[config.mk]
export PLATFORM = sky130hd
export DESIGN_NAME = program_counter
export DESIGN_NICKNAME = d
export VERILOG_FILES = /design/src/rtl/pc_pkg.sv /design/src/rtl/pc_incrementer.sv /design/src/rtl/program_counter.sv
export SDC_FILE = /design/constraint.sdc
export NUM_CORES = 1
export LEC_CHECK = 0
export ABC_AREA = 1
export CAP_MARGIN = 40
export CORE_UTILIZATION = 42
export CTS_CLUSTER_DIAMETER = 100
export CTS_CLUSTER_SIZE = 12
export DETAILED_ROUTE_END_ITERATION = 7
export PLACE_DENSITY = 0.81
export RECOVER_POWER = 50
export SETUP_SLACK_MARGIN = 0.2
export SLEW_MARGIN = 20
export SYNTH_ARGS = -nofsm -noshare
export SYNTH_HDL_FRONTEND = slang
export SYNTH_SLANG_ARGS = --single-unit
[constraint.sdc]
create_clock -name clock -period 2.62 [get_ports clock]
set_input_delay 0.393 -clock clock [delete_from_list [all_inputs] [get_ports clock]]
set_output_delay 0.393 -clock clock [all_outputs]
set_load 0.02 [all_outputs]
[src/rtl/pc_pkg.sv]
// Shared definitions for the fetch-address generator: default widths,
// reset vector, the address type and the next-pc selection encoding.
package pc_pkg;

  localparam int          WIDTH        = 32;
  localparam int          STEP         = 4;
  localparam logic [31:0] RESET_VECTOR = 32'h0000_0000;

  typedef logic [WIDTH-1:0] addr_t;

  // Which source feeds the pc register on the next rising edge.
  // Reset is handled directly in the register process, so it is not
  // part of this selection.
  typedef enum logic [1:0] {
    SEL_HOLD    = 2'b00,
    SEL_ADVANCE = 2'b01,
    SEL_LOAD    = 2'b10
  } pc_sel_e;

  // True when a byte address is not on a 4-byte instruction boundary.
  function automatic logic is_misaligned(input logic [1:0] low_bits);
    return (low_bits != 2'b00);
  endfunction

  // Clears the two byte-offset bits so the result is word-aligned.
  function automatic addr_t word_align(input addr_t addr);
    return {addr[WIDTH-1:2], 2'b00};
  endfunction

endpackage

[src/rtl/pc_incrementer.sv]
// Combinational next-sequential-address adder: sum = pc + STEP, wrapping
// modulo 2^WIDTH with no carry out.
module pc_incrementer
  import pc_pkg::*;
#(
  parameter int WIDTH = pc_pkg::WIDTH,
  parameter int STEP  = pc_pkg::STEP
) (
  input  logic [WIDTH-1:0] pc,
  output logic [WIDTH-1:0] sum
);

  localparam logic [WIDTH-1:0] STEP_VEC = WIDTH'(STEP);

  // Unsigned add; the carry out of the top bit is deliberately dropped.
  always_comb begin
    sum = pc + STEP_VEC;
  end

endmodule

[src/rtl/program_counter.sv]
// Registered instruction-address generator. Each rising edge the pc is
// reset, redirected to a load target, advanced by STEP, or held, in that
// priority order. pc_plus_step is the combinational sequential successor.
module program_counter
  import pc_pkg::*;
#(
  parameter int               WIDTH        = pc_pkg::WIDTH,
  parameter logic [WIDTH-1:0] RESET_VECTOR = WIDTH'(pc_pkg::RESET_VECTOR),
  parameter int               STEP         = pc_pkg::STEP
) (
  input  logic             clock,
  input  logic             reset_n,
  input  logic             enable,
  input  logic             load,
  input  logic [WIDTH-1:0] load_addr,
  output logic [WIDTH-1:0] pc,
  output logic [WIDTH-1:0] pc_plus_step,
  output logic             misaligned
);

  logic [WIDTH-1:0] pc_r;
  logic             misaligned_r;
  logic [WIDTH-1:0] incr_s;
  logic [WIDTH-1:0] load_target_s;
  logic             load_misaligned_s;
  pc_sel_e          sel_s;
  logic [WIDTH-1:0] next_pc_s;
  logic             next_misaligned_s;

  pc_incrementer #(
    .WIDTH (WIDTH),
    .STEP  (STEP)
  ) u_incrementer (
    .pc  (pc_r),
    .sum (incr_s)
  );

  // Redirect target is forced onto a word boundary; the dropped offset
  // bits are reported through the misaligned flag instead.
  always_comb begin
    load_target_s     = {load_addr[WIDTH-1:2], 2'b00};
    load_misaligned_s = is_misaligned(load_addr[1:0]);
  end

  // Choose the pc source: a redirect wins over a sequential advance.
  always_comb begin
    sel_s = SEL_HOLD;
    if (load) begin
      sel_s = SEL_LOAD;
    end else if (enable) begin
      sel_s = SEL_ADVANCE;
    end else begin
      sel_s = SEL_HOLD;
    end
  end

  // Next-state values for pc and the misaligned flag from the selection.
  always_comb begin
    next_pc_s         = pc_r;
    next_misaligned_s = misaligned_r;
    case (sel_s)
      SEL_LOAD: begin
        next_pc_s         = load_target_s;
        next_misaligned_s = load_misaligned_s;
      end
      SEL_ADVANCE: begin
        next_pc_s         = incr_s;
        next_misaligned_s = 1'b0;
      end
      SEL_HOLD: begin
        next_pc_s         = pc_r;
        next_misaligned_s = misaligned_r;
      end
      default: begin
        next_pc_s         = pc_r;
        next_misaligned_s = misaligned_r;
      end
    endcase
  end

  // pc and misaligned registers; synchronous reset overrides load/enable.
  always_ff @(posedge clock) begin
    if (!reset_n) begin
      pc_r         <= RESET_VECTOR;
      misaligned_r <= 1'b0;
    end else begin
      pc_r         <= next_pc_s;
      misaligned_r <= next_misaligned_s;
    end
  end

  assign pc           = pc_r;
  assign misaligned   = misaligned_r;
  assign pc_plus_step = incr_s;

endmodule

After elaboration in Yosys (flattened, before gate mapping)
Cells that the tools add are included.

word-level totals
  input port bits = 36
  logic and storage cells = 11
  register bits after elaboration = 33
  output and inout port bits = 65

operators by class
  mux-type cells = 4
  equality and inequality tests = 2
  add/subtract/negate cells = 1
  reductions and logical operators = 2

operators with widths
  operator                                              number
  case mux 32 bit (2 select lines)                      1
  adder 32 x 3 -> 32 bit (second input constant)        1
  nonzero test 2 bit                                    2
  equality test 2 x 1 -> 1 bit (second input constant)  1
  equality test 2 bit (second input constant)           1
  2-to-1 mux 2 bit                                      1
  case mux 1 bit (2 select lines)                       1
  2-to-1 mux 1 bit                                      1

Logic depth before layout (Yosys ltp)
Gate-level depths: netlist of the first run.

  word-level depth = 4
  depth in mapped cells = 10
  depth with buffers taken out = 10

Hierarchy
A second synthesis of the first run with hierarchy kept.

second synthesis, totals
  cell total of the unflattened synthesis = 420
  area total of the unflattened synthesis = 2487.4 µm²

by module, submodules not included
  module           area an instance (µm²)  times used  cells an instance  seq. area each (µm²)
  program_counter  1577.8                  1           243                660.6
  pc_incrementer   909.6                   1           177                0.0

Worst setup path before layout of the first run
No wires, ideal clock.

  path kind = register to output
  start = reg pc_r[3] (netlist: pc[3])
  end = out pc_plus_step[12]
  cell stages (with the launch flop) = 6
  path buffers = 0
  arrival time = 1.602 ns
  required time = 2.227 ns
  setup slack = 0.625 ns
  cell sequence = dfxtp_1 -> ha_1 -> nand2_2 -> nor2_4 -> nand3b_1 -> xnor2_1

between the ends
  longest elaborated chain between the ends = 1

RTL lines
  item                      line                   text
  start: declaration        program_counter.sv:21  logic [WIDTH-1:0] pc_r;
  start signal: assignment  program_counter.sv:87  pc_r <= next_pc_s;
  adder 32 x 3 -> 32 bit    pc_incrementer.sv:17   sum = pc + STEP_VEC;
  end: declaration          program_counter.sv:17  output logic [WIDTH-1:0] pc_plus_step,

No other way between the ends.

Worst setup path in the final report of the first run
  start = reg pc_r[2] (netlist: pc[2])
  end = out pc_plus_step[20]

The elaborated chain is that of the path after synthesis.

==> impl_metrics.py, run 1 <==
metrics = {
    "synth": {
        "synthSimpleGateAreaFrac": 0.378,
        "yosysTopAreaCell": "dfxtp_1",
        "netlist_instances": 338,
        "synthAdderAreaFrac": 0.00571,
        "synth.area.mux_share": 0,
        "synthesis.area_um2": 2190,
        "avgSynthCellArea_um2": 6.49,
        "synth_warnings": 0,
        "synth_top_family_by_area": "simple AND/OR/NAND/NOR gates",
        "synth-seq-area-share": 0.283,
        "synthXorXnorAreaFrac": 0.0771,
        "synth.area.top_cells": "dfxtp_1, nand2_1, a22oi_1, a21oi_1, nor2_1",
        "synth_compound_area_frac": 0.172,
        "ys_types": 25,
        "synth.top_cell.area_share": 0.283,
        "ys_ff_latch": 31,
    },
    "floorplan": {
        "die_h_um": 74.2,
        "die_x_um": 74.2,
        "initial_core_util": 0.449,
        "rows": 25,
        "pin_count": 101,
        "die-area_um2": 5510,
        "core_area_um2": 4880,
    },
    "grt": {
        "grt_pass1_vias": 2507,
        "track_usage": 0.258,
        "grt_pass1_wl_um": 11000,
        "grt_max_degree": 18,
        "grt_overflow_total": 0,
        "antenna_found_initial": 0,
    },
    "power": {
        "seqPwrFrac": 0.415,
        "p_leak_nw": 1.40,
        "clkPwrFrac": 0.319,
        "power_w": 0.00132,
        "intPower_w": 0.000910,
        "power_density_nw_per_um2": 393,
        "p_sw_frac": 0.308,
        "p_comb_frac": 0.267,
        "power.switching_w": 0.000405,
        "vdd_drop_max_mv": 0.285,
    },
    "route": {
        "drc": 0,
        "vias_per_cell": 5.06,
        "ant_nets": 0,
        "drt_pass1_iterations": 4,
        "totalWireLength_um": 6760,
        "drt_iter0_drc": 108,
        "vias": 2554,
        "avgRoutedWirePerCell_um": 13.4,
    },
    "place": {
        "pre_cts_ws_ns": 0.204,
        "port_buffers": 96,
        "gp_congestion": 0.948,
        "hpwlAfterDp_um": 5260,
    },
    "clocking": {
        "cts_max_path_buffers": 2,
        "cts-root-buf": "clkbuf_8",
        "cts_tree": "yes",
        "cts_buffers": 5,
        "worstSkewPairLatency_ns": 0.28,
        "cts.hold.buffers_added": 0,
        "path_clk_slew_ns": 0.07,
        "cts.sinks": 31,
        "h-tree-depth": 2,
    },
    "setup_path": {
        "r2r-start": "pc[2]$_SDFFE_PN0P_",
        "ff2ff_path_depth": 7,
        "worst-r2r-setup-slack_ns": 1.07,
        "cp.arrival_ns": 1.94,
        "critPathKind": "register to output pin",
        "crit_end": "pc_plus_step[20]",
        "cp-end-kind": "output pin",
        "crit_path_start": "pc[2]$_SDFFE_PN0P_",
        "crit_fanout": 5,
        "reg2reg_to": "pc[12]$_SDFFE_PN0P_",
        "startpoint_type": "register",
        "crit_required_ns": 2.23,
    },
    "timing": {
        "maxSlewViolCount": 0,
        "final.period_utilization": 0.892,
        "worst_pin_slew_ns": 0.739,
        "timing.setup.tns_ns": 0,
        "fmax_mhz": 428,
        "hold_viol": 0,
        "timing.final.ws_setup_ns": 0.284,
        "grt_setup_unrepaired": "no",
        "finalSetupViolCount": 0,
        "layout_min_cycle_time_ns": 2.34,
        "relSlewSlack": 0.507,
        "skew_ns": 0.00432,
    },
    "layout": {
        "multi_input_area_um2": 1430,
        "n_antenna_cell": 0,
        "nNetsFinal": 474,
        "utilization": 0.686,
        "fillers": 452,
        "area.sequential_um2": 639,
        "final_layout_size_suffix_gt1_frac": 0.126,
        "syn_to_final_growth_pct": 52.6,
    },
    "min_path": {
        "min_path_type": "register to register",
    },
    "status": {
        "status": "finished clean",
    },
    "run": {
        "cap_viol_max_count": 0,
    },
}
==> synth_stat cells <==
cell type  number
nand2_2         4
a22oi_1        28
buf_4           4
nand2_4         2
xnor2_1         5
nand4_1         1
a31o_2          1
and2_1          2
nand3_1        13
xor2_2          5
nand2_1       114
nand3b_1        5
inv_1          26
conb_1          1
clkbuf_1       10
ha_1            1
nor2_2          6
o21ai_0         1
a21oi_1        29
xor2_1          5
dfxtp_1        31
buf_2           3
nor2_4          6
nor2_1         34
o21bai_1        1
==> power groups by stage <==
stage                     Clock [W]  Sequential [W]  Combinational [W]
after global routing       0.000446        0.000551           0.000376
after global placement            0        0.000551           0.000368
after floorplan                   0        0.000578           0.000151
after detailed placement          0        0.000552           0.000370
after CTS                  0.000429        0.000543           0.000359
final                      0.000419        0.000545           0.000351
==> repair_timing <==
item / CTS / global route
pin swaps: 0 / 1
setup buffers: 0 / 1
setup endpoints to repair: 25 / 12
gates resized for setup: 31 / 14
==> cell families (layout without fill, tap and decap cells) <==
kind of cell,after synthesis,in the layout
xor+xnor,15,15
other cells,1,4
simple gates,187,187
fa+ha+maj,1,1
flops,31,31
compound gates,60,60
buf+inv,43,140
==> critical path, stage by stage, from the launching register on <==
cell           delay [ns]
dfxtp_4              0.38
ha_4                 0.16
nand2_2              0.07
nor2_4               0.18
nand3b_1             0.17
o21bai_1             0.21
and2_1               0.15
dlygate4sd2_1        0.33
==> flip-flops by register name (all words and copies together), names as in the netlist <==
| signal | cells |
|---|---|
| misaligned | 1 |
| pc | 30 |
==> routing by layer <==
layer  up-vias  track usage  share of wire
met4         0       0.0755          0.012
met3         9       0.0678          0.073
li1       1277            -              -
met1      1170        0.301           0.43
met2        98        0.464           0.48
met5         -            0              0
==> per-stage QoR <==
stage	cell area, µm²	hold slack [ns]	cells
after global placement	3240	0.452	496
after CTS	3320	0.473	504
after global routing	3350	0.503	505
final	3350	0.465	505
after floorplan	2200	0.491	341
after detailed placement	3240	0.463	496
==> layout make-up <==
type,count,share of cell area
inverter,26,0.0292
timing repair buffer,106,0.299
clock buffer,8,0.0299
sequential,31,0.191
multi-input combinational,267,0.426
tap,67,0.0251
==> cells in the final DEF, fill, tap and decap left out <==
cell / instances
a22oi_1: 28
clkbuf_1: 5
nor2_4: 6
xnor2_1: 5
buf_4: 6
nand3b_1: 5
inv_1: 26
nand3_1: 13
clkbuf_8: 7
nand2_1: 114
xor2_1: 5
ha_4: 1
dfxtp_4: 1
xor2_2: 5
o21ai_0: 1
dfxtp_1: 18
a31o_2: 1
nand2_2: 4
dlygate4sd3_1: 16
conb_1: 4
and2_1: 2
dlymetal6s2s_1: 3
nor2_2: 10
clkdlybuf4s50_1: 54
nand2_4: 2
o21bai_1: 1
dlygate4sd2_1: 23
nor2_1: 30
dfxtp_2: 12
a21oi_1: 29
nand4_1: 1
==> how the worst min path moves through the flow <==
stage          slack, ns  cells past startpoint                     from                       to
3_5_place_dp        0.46                      2  misaligned$_SDFFE_PN0P_  misaligned$_SDFFE_PN0P_
5_1_grt             0.50                      2  misaligned$_SDFFE_PN0P_  misaligned$_SDFFE_PN0P_
6_report            0.47                      2  misaligned$_SDFFE_PN0P_  misaligned$_SDFFE_PN0P_
2_1_floorplan       0.49                      2                  reset_n       pc[3]$_SDFFE_PN0P_
4_1_cts             0.47                      2  misaligned$_SDFFE_PN0P_  misaligned$_SDFFE_PN0P_
3_3_place_gp        0.45                      2  misaligned$_SDFFE_PN0P_  misaligned$_SDFFE_PN0P_
No activity file was read; power rests on OpenSTA's default activity.
==> run 2: changes to the inputs <==
--- a/config.mk
+++ b/config.mk
@@ -6,7 +6,7 @@
 export NUM_CORES = 1
 export LEC_CHECK = 0
 export ABC_AREA = 1
-export CAP_MARGIN = 40
+export CAP_MARGIN = 20
 export CORE_UTILIZATION = 42
 export CTS_CLUSTER_DIAMETER = 100
 export CTS_CLUSTER_SIZE = 12
==> results of run 2 <==
No change in the layout: final DEF, timing and power equal those of run 1.
